### src/rtl/apb_rr_master_arbiter.sv
// apb_rr_master_arbiter: round-robin APB master sharing one slave among N_REQ requesters.
// Define APB_TIMEOUT_EN to abort ACCESS phases that exceed TIMEOUT_CYCLES.
module apb_rr_master_arbiter #(
    parameter int N_REQ          = 2,
    parameter int ADDR_WIDTH     = 30,
    parameter int DATA_WIDTH     = 32,
    parameter int STRB_WIDTH     = DATA_WIDTH / 8,
    parameter int TIMEOUT_CYCLES = 16
) (
    input  logic                        pclk,
    input  logic                        prst_n,
    input  logic [N_REQ-1:0]            req_valid,
    input  logic [N_REQ-1:0]            req_write,
    input  logic [N_REQ*ADDR_WIDTH-1:0] req_addr,
    input  logic [N_REQ*DATA_WIDTH-1:0] req_wdata,
    input  logic [N_REQ*STRB_WIDTH-1:0] req_strb,
    input  logic [N_REQ*3-1:0]          req_prot,
    output logic [N_REQ-1:0]            req_done,
    output logic [DATA_WIDTH-1:0]       rsp_rdata,
    output logic                        rsp_err,
    output logic [N_REQ-1:0]            grant,
    output logic                        pwakeup,
    output logic                        psel,
    output logic                        penable,
    output logic                        pwrite,
    output logic [ADDR_WIDTH-1:0]       paddr,
    output logic [DATA_WIDTH-1:0]       pwdata,
    output logic [STRB_WIDTH-1:0]       pstrb,
    output logic [2:0]                  pprot,
    input  logic                        pready,
    input  logic [DATA_WIDTH-1:0]       prdata,
    input  logic                        pslverr
);
    localparam int IDX_W = $clog2(N_REQ);

    if (N_REQ < 2 || TIMEOUT_CYCLES < 1) begin : g_bad_param
        $error("apb_rr_master_arbiter: N_REQ must be >= 2 and TIMEOUT_CYCLES >= 1");
    end

    typedef enum logic [1:0] {IDLE, SETUP, ACCESS} state_t;

    state_t                  state, state_n;
    logic [IDX_W-1:0]        rr_ptr, rr_ptr_n, idx, idx_n, win;
    logic [N_REQ-1:0]        elig, grant_n, req_done_n;
    logic                    found, fin;
    logic                    psel_n, penable_n, pwrite_n, pwakeup_n, rsp_err_n;
    logic [ADDR_WIDTH-1:0]   paddr_n;
    logic [DATA_WIDTH-1:0]   pwdata_n, rsp_rdata_n;
    logic [STRB_WIDTH-1:0]   pstrb_n;
    logic [2:0]              pprot_n;
`ifdef APB_TIMEOUT_EN
    localparam int CNT_W = $clog2(TIMEOUT_CYCLES + 1);
    logic [CNT_W-1:0]        tcnt, tcnt_n;
`endif

    // The completing requester is masked so it cannot be regranted in its req_done cycle.
    always_comb begin
        elig  = req_valid & ~req_done;
        found = 1'b0;
        win   = '0;
        for (int k = 1; k <= N_REQ; k++) begin
            if (!found && elig[(int'(rr_ptr) + k) % N_REQ]) begin
                found = 1'b1;
                win   = IDX_W'((int'(rr_ptr) + k) % N_REQ);
            end
        end
    end

    always_comb begin
        state_n     = state;
        rr_ptr_n    = rr_ptr;
        idx_n       = idx;
        grant_n     = grant;
        psel_n      = psel;
        penable_n   = penable;
        pwrite_n    = pwrite;
        paddr_n     = paddr;
        pwdata_n    = pwdata;
        pstrb_n     = pstrb;
        pprot_n     = pprot;
        pwakeup_n   = pwakeup;
        req_done_n  = '0;
        rsp_rdata_n = '0;
        rsp_err_n   = 1'b0;
        fin         = 1'b0;
`ifdef APB_TIMEOUT_EN
        tcnt_n      = tcnt;
`endif
        case (state)
            IDLE: begin
                pwakeup_n = found;
                if (found) begin
                    state_n   = SETUP;
                    idx_n     = win;
                    grant_n   = N_REQ'(1) << win;
                    psel_n    = 1'b1;
                    penable_n = 1'b0;
                    pwrite_n  = req_write[win];
                    paddr_n   = req_addr[int'(win)*ADDR_WIDTH +: ADDR_WIDTH];
                    pwdata_n  = req_wdata[int'(win)*DATA_WIDTH +: DATA_WIDTH];
                    pstrb_n   = req_write[win] ? req_strb[int'(win)*STRB_WIDTH +: STRB_WIDTH] : '0;
                    pprot_n   = req_prot[int'(win)*3 +: 3];
                end
            end
            SETUP: begin
                penable_n = 1'b1;
                state_n   = ACCESS;
`ifdef APB_TIMEOUT_EN
                tcnt_n    = '0;
`endif
            end
            ACCESS: begin
`ifdef APB_TIMEOUT_EN
                tcnt_n = tcnt + CNT_W'(1);
                fin    = pready || (tcnt == CNT_W'(TIMEOUT_CYCLES - 1));
`else
                fin    = pready;
`endif
                // A missing pready at completion can only mean a timeout abort.
                if (fin) begin
                    state_n     = IDLE;
                    psel_n      = 1'b0;
                    penable_n   = 1'b0;
                    grant_n     = '0;
                    rr_ptr_n    = idx;
                    req_done_n  = grant;
                    rsp_rdata_n = (pready && !pwrite) ? prdata : '0;
                    rsp_err_n   = pslverr || !pready;
                end
            end
            default: state_n = IDLE;
        endcase
    end

    always_ff @(posedge pclk or negedge prst_n) begin
        if (!prst_n) begin
            state     <= IDLE;
            rr_ptr    <= IDX_W'(N_REQ - 1);
            idx       <= '0;
            grant     <= '0;
            psel      <= 1'b0;
            penable   <= 1'b0;
            pwrite    <= 1'b0;
            paddr     <= '0;
            pwdata    <= '0;
            pstrb     <= '0;
            pprot     <= '0;
            pwakeup   <= 1'b0;
            req_done  <= '0;
            rsp_rdata <= '0;
            rsp_err   <= 1'b0;
`ifdef APB_TIMEOUT_EN
            tcnt      <= '0;
`endif
        end else begin
            state     <= state_n;
            rr_ptr    <= rr_ptr_n;
            idx       <= idx_n;
            grant     <= grant_n;
            psel      <= psel_n;
            penable   <= penable_n;
            pwrite    <= pwrite_n;
            paddr     <= paddr_n;
            pwdata    <= pwdata_n;
            pstrb     <= pstrb_n;
            pprot     <= pprot_n;
            pwakeup   <= pwakeup_n;
            req_done  <= req_done_n;
            rsp_rdata <= rsp_rdata_n;
            rsp_err   <= rsp_err_n;
`ifdef APB_TIMEOUT_EN
            tcnt      <= tcnt_n;
`endif
        end
    end
endmodule

### config.mk
export PLATFORM = sky130hd
export DESIGN_NAME = apb_rr_master_arbiter
export DESIGN_NICKNAME = d
export VERILOG_FILES = /design/src/rtl/apb_rr_master_arbiter.sv
export SDC_FILE = /design/constraint.sdc
export NUM_CORES = 1
export LEC_CHECK = 0
export ABC_CLOCK_PERIOD_IN_PS = 1700
export BUFFER_PORTS_ARGS = -buffer_cell sky130_fd_sc_hd__buf_2
export CAP_MARGIN = 20
export CORE_AREA = 2 2 111 113
export CTS_CLUSTER_DIAMETER = 30
export CTS_CLUSTER_SIZE = 24
export DETAILED_ROUTE_END_ITERATION = 6
export DIE_AREA = 0 0 113 115
export PLACE_DENSITY = 0.77
export SYNTH_ARGS = -nofsm -noshare
export SYNTH_HDL_FRONTEND = slang
export SYNTH_SLANG_ARGS = --single-unit
### constraint.sdc
create_clock -name pclk -period 1.7 [get_ports pclk]
set_input_delay 0.17 -clock pclk [delete_from_list [all_inputs] [get_ports pclk]]
set_output_delay 0.17 -clock pclk [all_outputs]
set_load 0.1 [all_outputs]
==> impl_summary.log <==
[metrics] top area cells in the synthesized netlist: sky130_fd_sc_hd__dfrtp_1 (61%), sky130_fd_sc_hd__a21oi_1 (15%), sky130_fd_sc_hd__nand2_1 (5.9%), sky130_fd_sc_hd__nor2_1 (5.7%), sky130_fd_sc_hd__and2_1 (4.8%)
[metrics] share of the synthesized area in the top cell type: 60.8%
[metrics] setup violators final: 0
[metrics] Syn Std Cell Area: 4650 um^2
[metrics] vias in the first global route: 5,325
[metrics] # DRC: 19
[metrics] cell count of the worst reg-to-reg path: 6
[metrics] buffers inserted by post-CTS timing repair: 0
[metrics] maximum count of clock buffers along a single path: 2
[metrics] Post-Place Setup Slack: 0.187 ns
[metrics] register clock-pin slew on the reported worst setup and hold paths: 0.06 ns
[metrics] number of cells on the worst hold path: 3
[metrics] top fanout value on the critical path: 34
[metrics] share of layout cells above drive strength 1: 38.8%
[metrics] total track usage: 25.7%
[metrics] hold path start: req_wdata[0]
[metrics] met3 routed wirelength: 1500 um
[metrics] residual antenna-violating net count after detailed routing: 0
[metrics] nets: 1,045
[metrics] horizontal extent of the die: 113 um
[metrics] final clock skew: 0.00642 ns
[metrics] Layout Area Growth over Synthesis: 67.4%
[metrics] clock latency on the worst-skew pair: 0.41 ns
[metrics] max capacitance violation total: 0
[metrics] synthesized flop and latch total: 114
[metrics] mean routed wirelength per cell: 16.2 um
[metrics] top layer used by detailed routing: met4
[metrics] area of the die: 13,000 um^2
[metrics] data arrival time at the worst-slack endpoint: 1.86 ns
[metrics] wire length of the first global-routing pass: 26,100 um
[metrics] highest-count cells in the layout ignoring fill and taps: sky130_fd_sc_hd__buf_2 (286), sky130_fd_sc_hd__a21oi_1 (137), sky130_fd_sc_hd__dfrtp_1 (111)
[metrics] crit path time final: 1.54 ns
[metrics] site row count: 40
[metrics] most common cell after layout, fill and taps aside: sky130_fd_sc_hd__buf_2
[metrics] endpoint of the worst-slack reg-to-reg timing path: paddr[10]
[metrics] post-DP HPWL: 9520 um
[metrics] Min-Delay Endpoint: pwdata[0]
[metrics] global placer's final weighted congestion: 0.789
[metrics] Final Slew Violations: 0
[metrics] wirelength, routed: 16,700 um
[metrics] total negative setup slack: 0 ns
[metrics] number of buffers added on ports: 287
[metrics] die boundary height: 115 um
[metrics] sequential-to-total area share from yosys stat: 61.4%
[metrics] met2 routed WL: 8550 um
[metrics] effective utilization at floorplan: 39.4%
[metrics] Final Hold Vio Count: 0
[metrics] average vias per placed instance: 5.01
[metrics] average size of a mapped cell: 9.51 um^2
[metrics] top-level I/O count: 288
[metrics] final non-filler cell area: 7790 um^2
[metrics] smallest setup slack after layout: 0.163 ns
[metrics] Period Utilization, post-route: 90.4%
[metrics] startpoint class of the critical path: flop
[metrics] number of antenna violations at the first check in global routing: 0
[metrics] largest net degree at the start of global routing: 115
[metrics] routed length on met1: 6110 um
[metrics] grt total ovfl: 0
[metrics] flop2flop setup slack: 0.16 ns
[metrics] core footprint: 11,800 um^2
[metrics] normalized max-slew margin: 61.1%
[metrics] Num CTS Buffers: 17
[metrics] class of the tightest hold or removal check: in2reg
[metrics] total inserted antenna cells: 0
[metrics] count of cells resized by post-cts repair: 0
[metrics] count of routing violations after the opening detailed-route iteration: 498
[metrics] DR pass1 iterations: 7
[metrics] Cell variety after synth: 26
[metrics] number of warnings reported in the yosys synthesis log: 0
[metrics] unrepaired setup endpoints after global routing: no
[metrics] critical path endpoint category: flop
[metrics] H-tree depth: 4
[metrics] Worst EP required: 2.03 ns
[metrics] Yosys top cell by area: sky130_fd_sc_hd__dfrtp_1
[metrics] Num Clock Sinks: 114
[metrics] Worst Tran Pin Value: 0.584 ns
[metrics] synthesized netlist cell count: 489
[metrics] critical path class: reg2reg
[metrics] failing checks: design-rule violations
[metrics] clock tree from TritonCTS: built
[metrics] run status: finished with violations
[metrics] fill cell count: 929
[metrics] Reg-to-Reg Start: state[0]
[metrics] total placed instance area: 6290 um^2
[metrics] maximum achievable frequency: 651 MHz
[metrics] via count of the routed design: 5,142
[metrics] CTS Root Cell: sky130_fd_sc_hd__clkbuf_16
[metrics] Post-Synthesis Net Count: 667
## state kept, by name, indices dropped and copies added (netlist names), 2 cells and up
register	cells
state	2
req_done	2
rsp_rdata	32
pprot	3
grant	2
pstrb	4
pwdata	32
paddr	30
## metrics by stage
step | utilization [%] | hold slack, ns | instances
2_1_floorplan | - | -0.126 | 489
3_3_place_gp | 53.2 | 0.302 | 901
3_5_place_dp | 53.2 | 0.304 | 901
4_1_cts | 65.9 | 0.00150 | 1027
5_1_grt | 65.9 | 0.00975 | 1027
6_report | 65.9 | 0.0163 | 1027
## worst max path at each step
stage,start,endpoint,cells after the start
after floorplan,req_done[0],pstrb[2],6
after global placement,rr_ptr,pstrb[3],5
after detailed placement,state[0],pwdata[17],6
after CTS,state[0],pwdata[17],6
after global routing,state[0],pwdata[4],6
final,state[0],paddr[10],6
## cell usage after synthesis
cell and instances:
sky130_fd_sc_hd__a32o_1 1, sky130_fd_sc_hd__nor3_1 2, sky130_fd_sc_hd__inv_2 1, sky130_fd_sc_hd__o21ai_0 1, sky130_fd_sc_hd__dfrtp_1 113, sky130_fd_sc_hd__o21ai_1 1
sky130_fd_sc_hd__inv_1 1, sky130_fd_sc_hd__and2_1 36, sky130_fd_sc_hd__nand3_1 5, sky130_fd_sc_hd__a22o_1 1, sky130_fd_sc_hd__a21o_1 1, sky130_fd_sc_hd__nor2_2 1
sky130_fd_sc_hd__o21ai_2 1, sky130_fd_sc_hd__clkbuf_1 9, sky130_fd_sc_hd__nor2_1 71, sky130_fd_sc_hd__nand3b_1 1, sky130_fd_sc_hd__buf_2 17, sky130_fd_sc_hd__a21oi_1 137
sky130_fd_sc_hd__nor2b_2 1, sky130_fd_sc_hd__a31oi_1 4, sky130_fd_sc_hd__buf_4 7, sky130_fd_sc_hd__nor2b_1 1, sky130_fd_sc_hd__dfstp_2 1, sky130_fd_sc_hd__nor3b_2 1
sky130_fd_sc_hd__nand3b_4 1, sky130_fd_sc_hd__nand2_1 73
## per-layer routing
layer / vias up / track usage, %
met4: 0 / 10.6
met1: 2429 / 28.5
met5: - / 0
met3: 45 / 9.44
li1: 2387 / -
met2: 281 / 45.0
## cell type report
type | count | area, um^2 | share of cell area [%]
multi-input cells | 340 | 1630 | 20.9
clock buffers | 18 | 439 | 5.64
well taps | 147 | 184 | 2.36
repair buffers | 392 | 2550 | 32.7
inverters | 2 | 7.51 | 0.0964
flip-flops and latches | 114 | 2860 | 36.7
clock inverters | 14 | 120 | 1.54
## cells by family (layout without fill, tap and decap cells)
group                  Yosys count  after routing  share of synthesized area (%)
buffers and inverters           35            426                           3.85
and+or+nand+nor                193            193                           18.5
AOI/OAI and AO/OA              147            147                           16.2
DFF                            114            114                           61.4
## worst max-delay path: stages (launching register included)
cell                      delay, ns
sky130_fd_sc_hd__dfrtp_1       0.47
sky130_fd_sc_hd__nor2_2        0.23
sky130_fd_sc_hd__o21ai_4       0.18
sky130_fd_sc_hd__inv_2         0.14
sky130_fd_sc_hd__buf_12        0.21
sky130_fd_sc_hd__nor2_1        0.08
sky130_fd_sc_hd__a21oi_1       0.14
## what timing repair did
action / in CTS / in global routing
setup endpoints to repair: 0 / 0
hold buffers: 94 / 0
endpoints found under the hold margin: 206 / 0
Power is not shown: default switching activity piles up to over one toggle a cycle in this logic, so the estimate is an artifact.
